$ cat src/rtl/viterbi_traceback_ctrl_if.sv
// Bundles the traceback controller's start request, backpointer read port and
// tag output stream. The slave modport is the controller side.
interface viterbi_traceback_ctrl_if #(
  parameter int word_num     = 16,
  parameter int word_num_bit = 4,
  parameter int POS_num      = 11,
  parameter int POS_num_bit  = 4
);
  logic                    start;
  logic [word_num_bit:0]   word_len;
  logic [POS_num_bit-1:0]  final_pos;
  logic                    rd_en;
  logic [word_num_bit-1:0] rd_word;
  logic [POS_num_bit-1:0]  rd_pos;
  logic [POS_num-1:0]      rd_data;
  logic                    tag_valid;
  logic [word_num_bit-1:0] tag_word;
  logic [POS_num_bit-1:0]  tag_pos;
  logic                    busy;
  logic                    done;
  logic                    error;
  logic [word_num_bit:0]   multi_cnt;

  modport slave (
    input  start, word_len, final_pos, rd_data,
    output rd_en, rd_word, rd_pos, tag_valid, tag_word, tag_pos,
           busy, done, error, multi_cnt
  );

  modport master (
    output start, word_len, final_pos, rd_data,
    input  rd_en, rd_word, rd_pos, tag_valid, tag_word, tag_pos,
           busy, done, error, multi_cnt
  );
endinterface

$ cat src/rtl/viterbi_traceback_ctrl.sv
// Viterbi traceback sequencer: walks predecessor vectors from the last word back
// to word 0, emitting one POS tag per word and counting multi-hot vectors.
module viterbi_traceback_ctrl #(
  parameter int word_num     = 16,
  parameter int word_num_bit = 4,
  parameter int POS_num      = 11,
  parameter int POS_num_bit  = 4
) (
  input  logic                   clk,
  input  logic                   rst,
  viterbi_traceback_ctrl_if.slave bus
);

  typedef enum logic [2:0] {
    S_IDLE,
    S_READ,
    S_RESOLVE,
    S_DONE,
    S_ERR
  } state_t;

  localparam logic [word_num_bit:0]   LP_LEN_ONE = 1;
  localparam logic [word_num_bit:0]   LP_LEN_MAX = word_num[word_num_bit:0];
  localparam logic [POS_num_bit:0]    LP_POS_LIM = POS_num[POS_num_bit:0];
  localparam logic [word_num_bit-1:0] LP_T_ONE   = 1;
  localparam logic [word_num_bit:0]   LP_CNT_TWO = 2;

  state_t                  r_state, w_next_state;
  logic [word_num_bit-1:0] r_t;
  logic [POS_num_bit-1:0]  r_cur;
  logic                    r_tag_valid;
  logic [word_num_bit-1:0] r_tag_word;
  logic [POS_num_bit-1:0]  r_tag_pos;
  logic                    r_error;
  logic [word_num_bit:0]   r_multi_cnt;

  logic                    w_args_ok;
  logic                    w_load;
  logic                    w_step;
  logic [word_num_bit:0]   w_len_m1;
  logic [word_num_bit:0]   w_ones;
  logic [POS_num_bit-1:0]  w_sel;

  assign w_args_ok = (bus.word_len != '0) && (bus.word_len <= LP_LEN_MAX) &&
                     ({1'b0, bus.final_pos} < LP_POS_LIM);
  assign w_len_m1  = bus.word_len - LP_LEN_ONE;

  // Descending scan so the last assignment wins: lowest-indexed set bit.
  always_comb begin
    w_ones = '0;
    w_sel  = '0;
    for (int i = POS_num - 1; i >= 0; i--) begin
      w_ones = w_ones + {{word_num_bit{1'b0}}, bus.rd_data[i]};
      if (bus.rd_data[i]) w_sel = i[POS_num_bit-1:0];
    end
  end

  // NOTE: state registers use non-blocking assignments so every flop samples
  // pre-edge values regardless of process evaluation order.
  always_ff @(posedge clk or posedge rst) begin
    if (rst) r_state <= S_IDLE;
    else     r_state <= w_next_state;
  end

  // NOTE: every output of this block gets a default first, so no path through
  // the case statement can leave a variable unassigned and infer a latch.
  always_comb begin
    w_next_state = r_state;
    w_load       = 1'b0;
    w_step       = 1'b0;
    case (r_state)
      S_IDLE, S_ERR: begin
        if (bus.start) begin
          if (w_args_ok) begin
            w_load       = 1'b1;
            w_next_state = (bus.word_len > LP_LEN_ONE) ? S_READ : S_DONE;
          end else begin
            w_next_state = S_ERR;
          end
        end
      end
      S_READ:    w_next_state = S_RESOLVE;
      S_RESOLVE: begin
        if (w_ones == '0) begin
          w_next_state = S_ERR;
        end else begin
          w_step       = 1'b1;
          w_next_state = (r_t == LP_T_ONE) ? S_DONE : S_READ;
        end
      end
      S_DONE:    w_next_state = S_IDLE;
      default:   w_next_state = S_IDLE;
    endcase
  end

  always_ff @(posedge clk or posedge rst) begin
    if (rst) begin
      r_t         <= '0;
      r_cur       <= '0;
      r_tag_valid <= 1'b0;
      r_tag_word  <= '0;
      r_tag_pos   <= '0;
      r_error     <= 1'b0;
      r_multi_cnt <= '0;
    end else begin
      r_tag_valid <= 1'b0;
      if (w_load) begin
        r_t         <= w_len_m1[word_num_bit-1:0];
        r_cur       <= bus.final_pos;
        r_tag_valid <= 1'b1;
        r_tag_word  <= w_len_m1[word_num_bit-1:0];
        r_tag_pos   <= bus.final_pos;
        r_error     <= 1'b0;
        r_multi_cnt <= '0;
      end else if (w_step) begin
        r_t         <= r_t - LP_T_ONE;
        r_cur       <= w_sel;
        r_tag_valid <= 1'b1;
        r_tag_word  <= r_t - LP_T_ONE;
        r_tag_pos   <= w_sel;
        if ((w_ones >= LP_CNT_TWO) && (r_multi_cnt != '1))
          r_multi_cnt <= r_multi_cnt + LP_LEN_ONE;
      end else if (w_next_state == S_ERR) begin
        r_error <= 1'b1;
      end
    end
  end

  assign bus.rd_en     = (r_state == S_READ);
  assign bus.rd_word   = r_t;
  assign bus.rd_pos    = r_cur;
  assign bus.tag_valid = r_tag_valid;
  assign bus.tag_word  = r_tag_word;
  assign bus.tag_pos   = r_tag_pos;
  assign bus.busy      = (r_state == S_READ) || (r_state == S_RESOLVE);
  assign bus.done      = (r_state == S_DONE);
  assign bus.error     = r_error;
  assign bus.multi_cnt = r_multi_cnt;

endmodule

$ cat src/flat_wrapper.sv
// flat-port wrapper written by rule: the top's interface ports become plain ports
module viterbi_traceback_ctrl_flat 
#(
  parameter int word_num     = 16,
  parameter int word_num_bit = 4,
  parameter int POS_num      = 11,
  parameter int POS_num_bit  = 4
)
  (clk, rst, bus_start, bus_word_len, bus_final_pos, bus_rd_data, bus_rd_en, bus_rd_word, bus_rd_pos, bus_tag_valid, bus_tag_word, bus_tag_pos, bus_busy, bus_done, bus_error, bus_multi_cnt);
  viterbi_traceback_ctrl_if #(.word_num(word_num), .word_num_bit(word_num_bit), .POS_num(POS_num), .POS_num_bit(POS_num_bit)) bus_i ();
  input  logic clk;
  input  logic rst;
  input wire logic [$bits(bus_i.start)-1:0] bus_start;
  input wire logic [$bits(bus_i.word_len)-1:0] bus_word_len;
  input wire logic [$bits(bus_i.final_pos)-1:0] bus_final_pos;
  input wire logic [$bits(bus_i.rd_data)-1:0] bus_rd_data;
  output wire logic [$bits(bus_i.rd_en)-1:0] bus_rd_en;
  output wire logic [$bits(bus_i.rd_word)-1:0] bus_rd_word;
  output wire logic [$bits(bus_i.rd_pos)-1:0] bus_rd_pos;
  output wire logic [$bits(bus_i.tag_valid)-1:0] bus_tag_valid;
  output wire logic [$bits(bus_i.tag_word)-1:0] bus_tag_word;
  output wire logic [$bits(bus_i.tag_pos)-1:0] bus_tag_pos;
  output wire logic [$bits(bus_i.busy)-1:0] bus_busy;
  output wire logic [$bits(bus_i.done)-1:0] bus_done;
  output wire logic [$bits(bus_i.error)-1:0] bus_error;
  output wire logic [$bits(bus_i.multi_cnt)-1:0] bus_multi_cnt;
  assign bus_i.start = bus_start;
  assign bus_i.word_len = bus_word_len;
  assign bus_i.final_pos = bus_final_pos;
  assign bus_i.rd_data = bus_rd_data;
  assign bus_rd_en = bus_i.rd_en;
  assign bus_rd_word = bus_i.rd_word;
  assign bus_rd_pos = bus_i.rd_pos;
  assign bus_tag_valid = bus_i.tag_valid;
  assign bus_tag_word = bus_i.tag_word;
  assign bus_tag_pos = bus_i.tag_pos;
  assign bus_busy = bus_i.busy;
  assign bus_done = bus_i.done;
  assign bus_error = bus_i.error;
  assign bus_multi_cnt = bus_i.multi_cnt;
  viterbi_traceback_ctrl #(.word_num(word_num), .word_num_bit(word_num_bit), .POS_num(POS_num), .POS_num_bit(POS_num_bit)) u_core (.clk(clk), .rst(rst), .bus(bus_i));
endmodule
$ cat config.mk
export PLATFORM = sky130hd
export DESIGN_NAME = viterbi_traceback_ctrl_flat
export DESIGN_NICKNAME = d
export VERILOG_FILES = /design/src/rtl/viterbi_traceback_ctrl_if.sv /design/src/rtl/viterbi_traceback_ctrl.sv /design/src/flat_wrapper.sv
export SDC_FILE = /design/constraint.sdc
export NUM_CORES = 1
export LEC_CHECK = 0
export ABC_AREA = 1
export CORE_MARGIN = 1.5
export CORE_UTILIZATION = 50
export CTS_CLUSTER_SIZE = 24
export DETAILED_ROUTE_END_ITERATION = 10
export PLACE_DENSITY = 0.85
export REMOVE_ABC_BUFFERS = 1
export SYNTH_ARGS = -nofsm -noshare
export SYNTH_HDL_FRONTEND = slang
export SYNTH_SLANG_ARGS = --single-unit
$ cat constraint.sdc
create_clock -name clk -period 4 [get_ports clk]
set_input_delay 0.6 -clock clk [delete_from_list [all_inputs] [get_ports clk]]
set_output_delay 0.6 -clock clk [all_outputs]
set_load 0.01 [all_outputs]
==> impl_metrics.toml <==
[status]
status = "complete, no violations"

[timing]
timing_hold_violations_final = 0
finalCritPeriodShare_pct = 96.9
rsz0062_at_grt = "yes"
fin_worst_skew_ns = 0.00634
slew_viol_final = 0
max_slew_margin_pct = 55.3
holdWs_ns = 0.510
tightest_slew_ns = 0.670
max_freq_mhz = 258
timing.final.crit_period_ns = 3.87
setup_viol = 0

[placed_design]
place.gp.congestion = 0.829
placed_cell_area_um2 = 2070
io_buffers = 48
numPlacedInstances = 287
hpwl_um = 2750

[layout]
fillCellCount = 234
fin_util_pct = 73.2
post_route_cells_drive_above_1_share_pct = 17.1
final_nets = 306
design_area_um2 = 2200
diodes = 0
syn_to_final_growth_pct = 40.1
instances_no_fill = 296

[power_and_ir_drop]
cellPowerDensity_nw_per_um2 = 509
p_total_mw = 1.12
power_leakage_nw = 1.15
peakVddDrop_v = 0.000242

[synthesis]
yosysWarnings = 0
ys_top_cells_by_area = "dfrtp_1 (29%), nand2_1 (12%), ha_1 (10%)"
syn_area_per_cell_um2 = 7.54
ys_types = 28
yosysSeqAreaShare_pct = 28.7
synth_top_area_share_pct = 28.7
synth.cell_area_um2 = 1570
synth_top_area_cell = "dfrtp_1"
synth_seq_cells = 18
synth_cells = 208

[clocking]
clockRootBuffer = "clkbuf_4"
cts_htree_levels = 1
worstSkewPairLatency_ns = 0.29
ctsHoldBuffers = 0
clk_pin_slew_ns = 0.11
cts_buffers = 3
cts.sink_count = 18
cts.path.max_buffers = 2
cts_tree = "done"

[global_route]
antenna_found_initial = 0
grt_max_degree = 19
gr-total-overflow = 0
grt_pass1_vias = 1458
grt_usage_pct = 23.1
grt_pass1_wl_um = 6090

[routing]
antenna_left = 0
via_per_inst = 4.94
dr.pass1.iters = 6
drc = 0
wl_per_cell_um = 12.3
wirelength_um = 3650
vias = 1462
drt_iter0_drc = 66

[run]
drv_cap = 0

[setup_path]
crit_buf_inv = 10
setup.worst_path.end_class = "flip-flop"
crit_fanout = 3
startpoint_type = "input port"
path_cells = "clkbuf_2 -> inv_1 -> ha_1 -> inv_1 -> fa_1 -> inv_1 -> fa_1 -> inv_1 -> fa_1 -> inv_1 -> ha_2 -> inv_1 -> fa_2 -> nand2_2 -> nor2_4 -> buf_4 -> buf_4 -> nand4_1 -> nand2_1 -> o21ai_1 -> inv_1"
crit_required_ns = 4.24
cp_slowest_stage_delay_ns = 0.52
critical_path.top_delay_family = "adder cells"
worst_ep_arrival_time_ns = 4.12
slowest_stage = "fa_2"
cpMostUsedCell = "inv_1"
path_class = "in2reg"

[die]
ios = 49
rows = 20
dieArea_um2 = 3480
initial_core_util_pct = 52.2
core_area_um2 = 3000
die_h_um = 59.0
fp.dieW_um = 59.0

[hold_path]
hold_class = "reg2reg"
flip-flops by register name (all words and copies together) (netlist names):
signal                count
u_core.bus.error          1
u_core.bus.rd_pos         4
u_core.r_state            3
u_core.bus.tag_valid      1
u_core.bus.rd_word        4
u_core.bus.multi_cnt      5
placed cells by master, fill, tap and decap left out, drive strengths merged:
cell type,synthesis,final
dfrtp,18,18
buf,9,12
a21oi,7,7
nor3,3,3
ha,13,13
xnor2,4,4
nand2,56,56
and3,1,1
nand3,23,23
fa,6,6
xor2,2,2
nor4,1,1
clkdlybuf4s50,0,44
nand4,2,2
inv,43,43
or2,2,2
o21ai,2,2
clkbuf,0,6
dlymetal6s2s,0,2
nor2,16,16
final cells by class:
cell class | instances | area, µm² | area share, %
clock buffer | 4 | 36.3 | 1.65
inverter | 43 | 166 | 7.57
multi-input combinational | 138 | 937 | 42.7
sequential | 18 | 450 | 20.5
tap | 33 | 41.3 | 1.88
timing repair buffer | 60 | 566 | 25.7
cell usage after synthesis:
| cell | n |
|---|---|
| ha_1 | 13 |
| a21oi_4 | 1 |
| dfrtp_1 | 18 |
| buf_4 | 8 |
| nand2_4 | 2 |
| nor4_1 | 1 |
| fa_1 | 6 |
| inv_1 | 42 |
| a21oi_1 | 6 |
| buf_6 | 1 |
| nand4_1 | 2 |
| xor2_1 | 2 |
| nor2_4 | 1 |
| o21ai_0 | 1 |
| xnor2_1 | 4 |
| nand2_1 | 51 |
| nor2_1 | 12 |
| or2_1 | 1 |
| nor2_2 | 3 |
| nand2_2 | 3 |
| nand3_1 | 21 |
| and3_1 | 1 |
| nor3_1 | 3 |
| inv_2 | 1 |
| nand3_2 | 1 |
| nand3_4 | 1 |
| or2_0 | 1 |
| o21ai_1 | 1 |
final timing paths:
check | from | to | cells past startpoint | slack [ns]
min in group asynchronous | rst | u_core.bus.multi_cnt[0]$_DFFE_PP0P_ | 2 | 0.70
setup reg to reg | u_core.bus.multi_cnt[0]$_DFFE_PP0P_ | u_core.bus.multi_cnt[3]$_DFFE_PP0P_ | 8 | 2.40
max in group asynchronous | rst | u_core.bus.rd_word[2]$_DFFE_PP0P_ | 2 | 2.87
hold / removal | u_core.bus.error$_DFFE_PP0P_ | u_core.bus.error$_DFFE_PP0P_ | 2 | 0.51
hold reg to reg | u_core.bus.error$_DFFE_PP0P_ | u_core.bus.error$_DFFE_PP0P_ | 2 | 0.51
setup / recovery | bus_rd_data[9] | u_core.bus.error$_DFFE_PP0P_ | 21 | 0.13
through the flow:
| stage | TNS [ns] | setup slack [ns] |
|---|---|---|
| after floorplan | 0 | 0.135 |
| after global placement | -6.79 | -0.469 |
| after detailed placement | -9.01 | -0.602 |
| after CTS | 0 | 0.00872 |
| after global routing | -0.0337 | -0.0337 |
| final | 0 | 0.125 |
worst min-delay path: stages, from the launching register on:
cell and delay (ns):
dfrtp_1 0.37, o21ai_1 0.07, inv_1 0.04
routing by layer:
metal	vias to the layer above	wire length, µm	track usage, %
met1	664	1520	27.9
li1	737	-	-
met2	51	1850	41.3
met4	0	89	9.42
met3	10	181	3.28
met5	-	0	0
where the power goes:
part	total, mW	switching [mW]	internal, mW
registers	0.305	0.0644	0.240
logic	0.701	0.342	0.359
clock network	0.113	0.0578	0.0554
cell families after synthesis:
family / count (synthesis) / synth area share (%)
AOI/OAI and AO/OA: 9 / 3.59
xor gates and xnor gates: 6 / 3.35
adders and majority gates: 19 / 18.0
buffers and inverters: 52 / 14.8
DFF: 18 / 28.7
and+or+nand+nor: 104 / 31.4
repair_timing:
item,CTS,global route
gates resized for setup,13,15
buffers inserted,5,1
gates cloned,0,0
setup endpoints to repair,17,18
pin swaps,4,7
(Power assumes the default switching activity.)
